==> src/rtl/rob_commit_retire.sv <==
// rtl/rob_commit_retire.sv - ROB commit consumer: ARF/cRAT update and free-tag return FIFO
module rob_commit_retire #(
  parameter int PHYS_W     = 7,
  parameter int FREE_DEPTH = 8
) (
  input  logic              clk,
  input  logic              rst,
  input  logic              commit_valid,
  output logic              commit_ready,
  input  logic [31:0]       commit_value,
  input  logic [4:0]        commit_dest,
  input  logic [PHYS_W-1:0] commit_phys_addr,
  input  logic              commit_reg_write,
  input  logic [4:0]        rd_addr1,
  input  logic [4:0]        rd_addr2,
  output logic [31:0]       rd_data1,
  output logic [31:0]       rd_data2,
  output logic              free_valid,
  input  logic              free_ready,
  output logic [PHYS_W-1:0] free_phys,
  output logic [3:0]        free_level,
  output logic [31:0]       retire_count
);

  localparam int AW = $clog2(FREE_DEPTH);

  logic [31:0]       r_arf  [32];
  logic [PHYS_W-1:0] r_crat [32];
  logic [PHYS_W-1:0] r_fifo [FREE_DEPTH];
  logic [AW-1:0]     r_wr_ptr;
  logic [AW-1:0]     r_rd_ptr;
  logic [3:0]        r_level;
  logic [31:0]       r_retire_count;

  logic              w_accept;
  logic              w_write;
  logic              w_push;
  logic              w_pop;
  logic [PHYS_W-1:0] w_old_phys;

  assign commit_ready = (r_level != 4'(FREE_DEPTH));
  assign w_accept     = commit_valid & commit_ready;
  assign w_write      = w_accept & commit_reg_write & (commit_dest != 5'd0);
  assign w_old_phys   = r_crat[commit_dest];
  // Re-committing the tag already mapped must not release it to the free list.
  assign w_push       = w_write & (w_old_phys != commit_phys_addr);
  assign w_pop        = free_valid & free_ready;

  assign free_valid   = (r_level != 4'd0);
  assign free_phys    = r_fifo[r_rd_ptr];
  assign free_level   = r_level;
  assign retire_count = r_retire_count;

  assign rd_data1 = (rd_addr1 == 5'd0) ? 32'd0 : r_arf[rd_addr1];
  assign rd_data2 = (rd_addr2 == 5'd0) ? 32'd0 : r_arf[rd_addr2];

  always_ff @(posedge clk or posedge rst) begin
    if (rst) begin
      for (int i = 0; i < 32; i++) begin
        r_arf[i]  <= 32'd0;
        r_crat[i] <= PHYS_W'(i);
      end
      for (int j = 0; j < FREE_DEPTH; j++) begin
        r_fifo[j] <= '0;
      end
      r_wr_ptr       <= '0;
      r_rd_ptr       <= '0;
      r_level        <= 4'd0;
      r_retire_count <= 32'd0;
    end else begin
      if (w_accept) begin
        r_retire_count <= r_retire_count + 32'd1;
      end
      if (w_write) begin
        r_arf[commit_dest]  <= commit_value;
        r_crat[commit_dest] <= commit_phys_addr;
      end
      if (w_push) begin
        r_fifo[r_wr_ptr] <= w_old_phys;
        r_wr_ptr         <= r_wr_ptr + 1'b1;
      end
      if (w_pop) begin
        r_rd_ptr <= r_rd_ptr + 1'b1;
      end
      case ({w_push, w_pop})
        2'b10:   r_level <= r_level + 4'd1;
        2'b01:   r_level <= r_level - 4'd1;
        default: r_level <= r_level;
      endcase
    end
  end

endmodule
==> config.mk <==
export PLATFORM = sky130hd
export DESIGN_NAME = rob_commit_retire
export DESIGN_NICKNAME = d
export VERILOG_FILES = /design/src/rtl/rob_commit_retire.sv
export SDC_FILE = /design/constraint.sdc
export NUM_CORES = 2
export LEC_CHECK = 0
export CAP_MARGIN = 20
export CORE_MARGIN = 2
export CORE_UTILIZATION = 50
export CTS_BUF_LIST = sky130_fd_sc_hd__clkbuf_4 sky130_fd_sc_hd__clkbuf_8
export DETAILED_ROUTE_END_ITERATION = 8
export PLACE_DENSITY = 0.64
export SLEW_MARGIN = 30
export SYNTH_ARGS = -nofsm -noshare
export SYNTH_HDL_FRONTEND = slang
export SYNTH_SLANG_ARGS = --single-unit
==> constraint.sdc <==
create_clock -name clk -period 52.9 [get_ports clk]
set_input_delay 10.58 -clock clk [delete_from_list [all_inputs] [get_ports clk]]
set_output_delay 10.58 -clock clk [all_outputs]
set_load 0.02 [all_outputs]
; ---- After elaboration in Yosys (flattened, before gate mapping)
; Index checks and enable logic that the tools add are counted.
[word_totals]
regBits = 1346
latch_bits = 0
inputBits = 59
mem_count = 0
ramBits = 0
romBits = 0
elab_cells = 133
[classes]
n_mul = 0
mux = 24
order_cmp = 7
n_bitwise = 10
eq_ne = 4
shift = 0
add_sub_neg = 5
n_div = 0
n_reduce_logical = 7
[op_table]
columns = cell, count
row1 = $bwmux 1024, 1
row2 = $bmux 32 s5, 2
row3 = $bwmux 224, 1
row4 = $mux 32, 7
row5 = $demux 32 s5, 1
row6 = $bwmux 56, 1
row7 = $mux 7, 6
row8 = $bmux 7 s5, 1
row9 = $demux 7 s5, 1
row10 = $add 32x1->32 const B, 1
row11 = $bmux 7 s3, 1
row12 = $demux 7 s3, 1
row13 = $ge 6x6->1 const B, 3
row14 = $not 5->6, 3
row15 = $logic_not 5->1, 2
row16 = $ge 4x4->1 const B, 2
row17 = $not 3->4, 2
row18 = $pmux 4 s2, 1
row19 = $ne 7x7->1, 1
row20 = $add 3x1->3 const B, 2
row21 = $lt 6x1->1 const B, 1
row22 = $and 1x1->1, 5
row23 = $reduce_bool 5->1, 1
row24 = $add 4x1->4 const B, 1
row25 = 8 further kinds, 9

; ---- Logic depth before layout (Yosys ltp)
[depth]
word_depth = 8
depth_mapped = 20

; ---- Least setup slack after synthesis
; No wires, ideal clock.
[synth_path]
path_kind = input port to output port
from = input port rd_addr1[0]
to = output port rd_data1[10]
cell_stages = 7
required_time_ns = 42.320
t_arrival_ns = 13.016
slack_ns = 29.304
cell_sequence = clkbuf_1 > clkbuf_1 > buf_1 > mux4_2 > mux4_2 > mux2i_1 > nor2_1
[synth_via]
elab_chain_cells = 5
[synth_rtl]
columns = element, line_no
row1 = from (decl), 14  ; input logic [4:0] rd_addr1,
row2 = $not 5->6 (not written as such), 54  ; assign rd_data1 = (rd_addr1 == 5'd0) ? 32'd0 : r_arf[rd_addr1];
row3 = $bmux 32 s5, 54
row4 = $mux 32 (not written as such) (2 in a row), 54
row5 = $mux 32 (*), 54
row6 = to (decl), 16  ; output logic [31:0] rd_data1,
; Every way passes the cells marked *; elsewhere a longest branch is shown, timed or not. The select of a mux whose other input is x is not followed.

; ---- Worst setup path in the final report
[layout_path]
from = input port rd_addr2[0]
to = output port rd_data2[29]
[layout_via]
elab_chain_cells = 5
[layout_rtl]
columns = element, line_no
row1 = from (decl), 15  ; input logic [4:0] rd_addr2,
row2 = $not 5->6 (not written as such), 55  ; assign rd_data2 = (rd_addr2 == 5'd0) ? 32'd0 : r_arf[rd_addr2];
row3 = $bmux 32 s5, 55
row4 = $mux 32 (not written as such) (2 in a row), 55
row5 = $mux 32 (*), 55
row6 = to (decl), 17  ; output logic [31:0] rd_data2,
; Marked as above.

==> results.sh <==
export IMPL_grt_overflow=0
export IMPL_ys_warn_count=0
export IMPL_grt_pass1_wl_um=291000
export IMPL_dp_slack_ps=26730
export IMPL_via_per_inst=6.415
export IMPL_cts_tree="built"
export IMPL_maxSlewHeadroom=0.3078
export IMPL_cts_made_buffers=228
export IMPL_drt_initial_drc_count=3289
export IMPL_p_leak_nw=34.34
export IMPL_holdWs_ps=376.6
export IMPL_timing_final_ws_setup_ps=26930
export IMPL_clk_root_buffer_cell="clkbuf_8"
export IMPL_skew_ps=27.52
export IMPL_syn2layout_area_growth_pct=12.24
export IMPL_cp_max_fo=63
export IMPL_antenna_found_initial=10
export IMPL_synth_top_area_cell="dfrtp_1"
export IMPL_hp_class="reg -> reg"
export IMPL_syn_area_um2=68860
export IMPL_vias=40410
export IMPL_port_buffers=167
export IMPL_core_area_um2=137200
export IMPL_drive_gt1_frac=0.5870
export IMPL_endpoint_kind="output port"
export IMPL_crit_path_start_kind="primary input"
export IMPL_wl_um=196400
export IMPL_tightest_slew_ps=1038
export IMPL_seq_area_frac_synth=0.4906
export IMPL_die_w_um=375.1
export IMPL_grt_setup_unrepaired="no"
export IMPL_required_ps=42320
export IMPL_final_cells=6300
export IMPL_slowest_stage="buf_4"
export IMPL_wl_per_cell_um=31.17
export IMPL_fin_crit_sh=0.4909
export IMPL_netlist_instances=4283
export IMPL_worstPathCellList="buf_8 > buf_4 > buf_4 > buf_4 > mux4_2 > mux4_2 > mux2i_1 > nor2_1 > clkdlybuf4s50_1"
export IMPL_grt_use_total=0.2834
export IMPL_ios=168
export IMPL_max_freq_mhz=38.51
export IMPL_async_flop_share=1.000
export IMPL_grt_max_degree=164
export IMPL_die_area_um2=140700
export IMPL_synthTopCellsByArea="dfrtp_1, mux4_2, mux2_2"
export IMPL_syn_avg_cell_area_um2=16.08
export IMPL_slowest_delay_ps=830
export IMPL_status="finished, final reports clean"
export IMPL_rows=136
export IMPL_regArea_um2=33780
export IMPL_tns_ps=0
export IMPL_hpwl_um=105500
export IMPL_cts_buffer_depth=3
export IMPL_die_y_um=375.1
export IMPL_drv_slew=0
export IMPL_synth_seq_cells=1346
export IMPL_synthTopCellsByCount="mux2_2, dfrtp_1, mux4_2"
export IMPL_synth_edf_count=0
export IMPL_setup_viol=0
export IMPL_synth_flop_cell="dfrtp_1"
export IMPL_gp_congestion=0.7595
export IMPL_cp_arrival_ps=15390
export IMPL_fin_crit_ps=25970
export IMPL_cts_resized=0
export IMPL_hold_viol=0
export IMPL_synth_most_common_cell="mux2_2"
export IMPL_worstSkewPairLatency_ps=970
export IMPL_drc=0
export IMPL_postCtsSetupBuffers=0
export IMPL_p_per_area_nw_per_um2=38.36
export IMPL_clk_pin_slew_ps=60
export IMPL_multi_input_area_um2=33270
export IMPL_grt_pass1_vias=42240
export IMPL_synth_fp_nets=4349
export IMPL_htree_levels=4
export IMPL_placed_cells=5857
export IMPL_cts_sinks=1346
export IMPL_fin_util=0.5635
export IMPL_path_common_cell="buf_4"
export IMPL_fin_nets=4364
export IMPL_ant_nets=0
export IMPL_criticalPathCategory="in -> out"
export IMPL_fill_cells=10830
export IMPL_irDropWorstVdd_uv=28.83
export IMPL_synth_top_area_share=0.4601
export IMPL_maxCapViolations=0
export IMPL_ctsHoldBuffers=0
export IMPL_dr_pass1_iters=5
export IMPL_synth_cell_types=53
export IMPL_start_util=0.5021
area by class of cell:
type / count / share of cell area
Sequential cell: 1346 / 0.4371
Multi-Input combinational cell: 2445 / 0.4305
Clock buffer: 369 / 0.06069
Timing Repair Buffer: 267 / 0.03364
Tap cell: 1794 / 0.02904
Clock inverter: 59 / 0.008078
Inverter: 10 / 0.0005828
Antenna cell: 10 / 0.0003238
power by group:
group,total (mW),internal (mW),switching (mW)
logic,0.568,0.346,0.222
registers,1.34,1.21,0.125
clock network,1.06,0.611,0.447
total,2.96,2.17,0.795
final timing paths:
kind | from | end | slack, ps | cells past startpoint
max | rd_addr2[0] | rd_data2[29] | 26930 | 9
min | r_crat[220]$_DFFE_PP0P_ | r_crat[220]$_DFFE_PP0P_ | 380 | 0
max reg2reg | free_level[0]$_DFFE_PP0P_ | r_arf[653]$_DFFE_PP0P_ | 48370 | 7
min reg2reg | r_crat[220]$_DFFE_PP0P_ | r_crat[220]$_DFFE_PP0P_ | 380 | 0
max in group asynchronous | rst | r_arf[695]$_DFFE_PP0P_ | 39190 | 7
min in group asynchronous | rst | r_arf[773]$_DFFE_PP0P_ | 10000 | 2
critical path: cells and delay by family:
kind	cells	cell delay (ps)
muxes	3	1420
and+or+nand+nor	1	70
buffers and inverters	5	3220
registers in the layout (all words and copies together) (netlist names):
name          flops
r_arf          1024
r_crat          224
r_fifo           56
retire_count     32
free_level        4
r_rd_ptr          3
r_wr_ptr          3
cells in the final DEF (no fill, tap or decap), types with 48 or more instances in the layout:
cell type / count
mux4_2: 661
o22ai_1: 48
mux2_2: 1268
dfrtp_1: 1265
clkbuf_4: 62
mux2i_1: 163
dfstp_2: 80
clkbuf_8: 307
clkdlybuf4s50_1: 121
buf_4: 72
nor2_1: 76
layer usage:
metal | global-route usage | vias up | part of all wire
li1 | - | 16550 | -
met1 | 0.3988 | 22240 | 0.43
met2 | 0.4529 | 1282 | 0.48
met3 | 0.04852 | 339 | 0.056
met4 | 0.08979 | 2 | 0.031
met5 | 0 | - | 0.000046
stage by stage:
step	area [um^2]	total power, mW
CTS	77270	2.990
global placement	71740	1.905
detailed placement	71960	1.924
floorplan	68860	1.764
global route	77270	3.100
finish	77290	2.965
cells by family after synthesis:
kind of cell / count (synthesis) / share of synthesized area
multiplexers: 2099 / 0.4488
flip-flops: 1346 / 0.4906
buffers and inverters: 492 / 0.02978
AND/OR/NAND/NOR: 226 / 0.01717
AO/OA/AOI/OAI: 67 / 0.006450
XOR/XNOR: 46 / 0.005851
adder cells (fa/ha/maj): 7 / 0.001381
(Power assumes the default switching activity.)
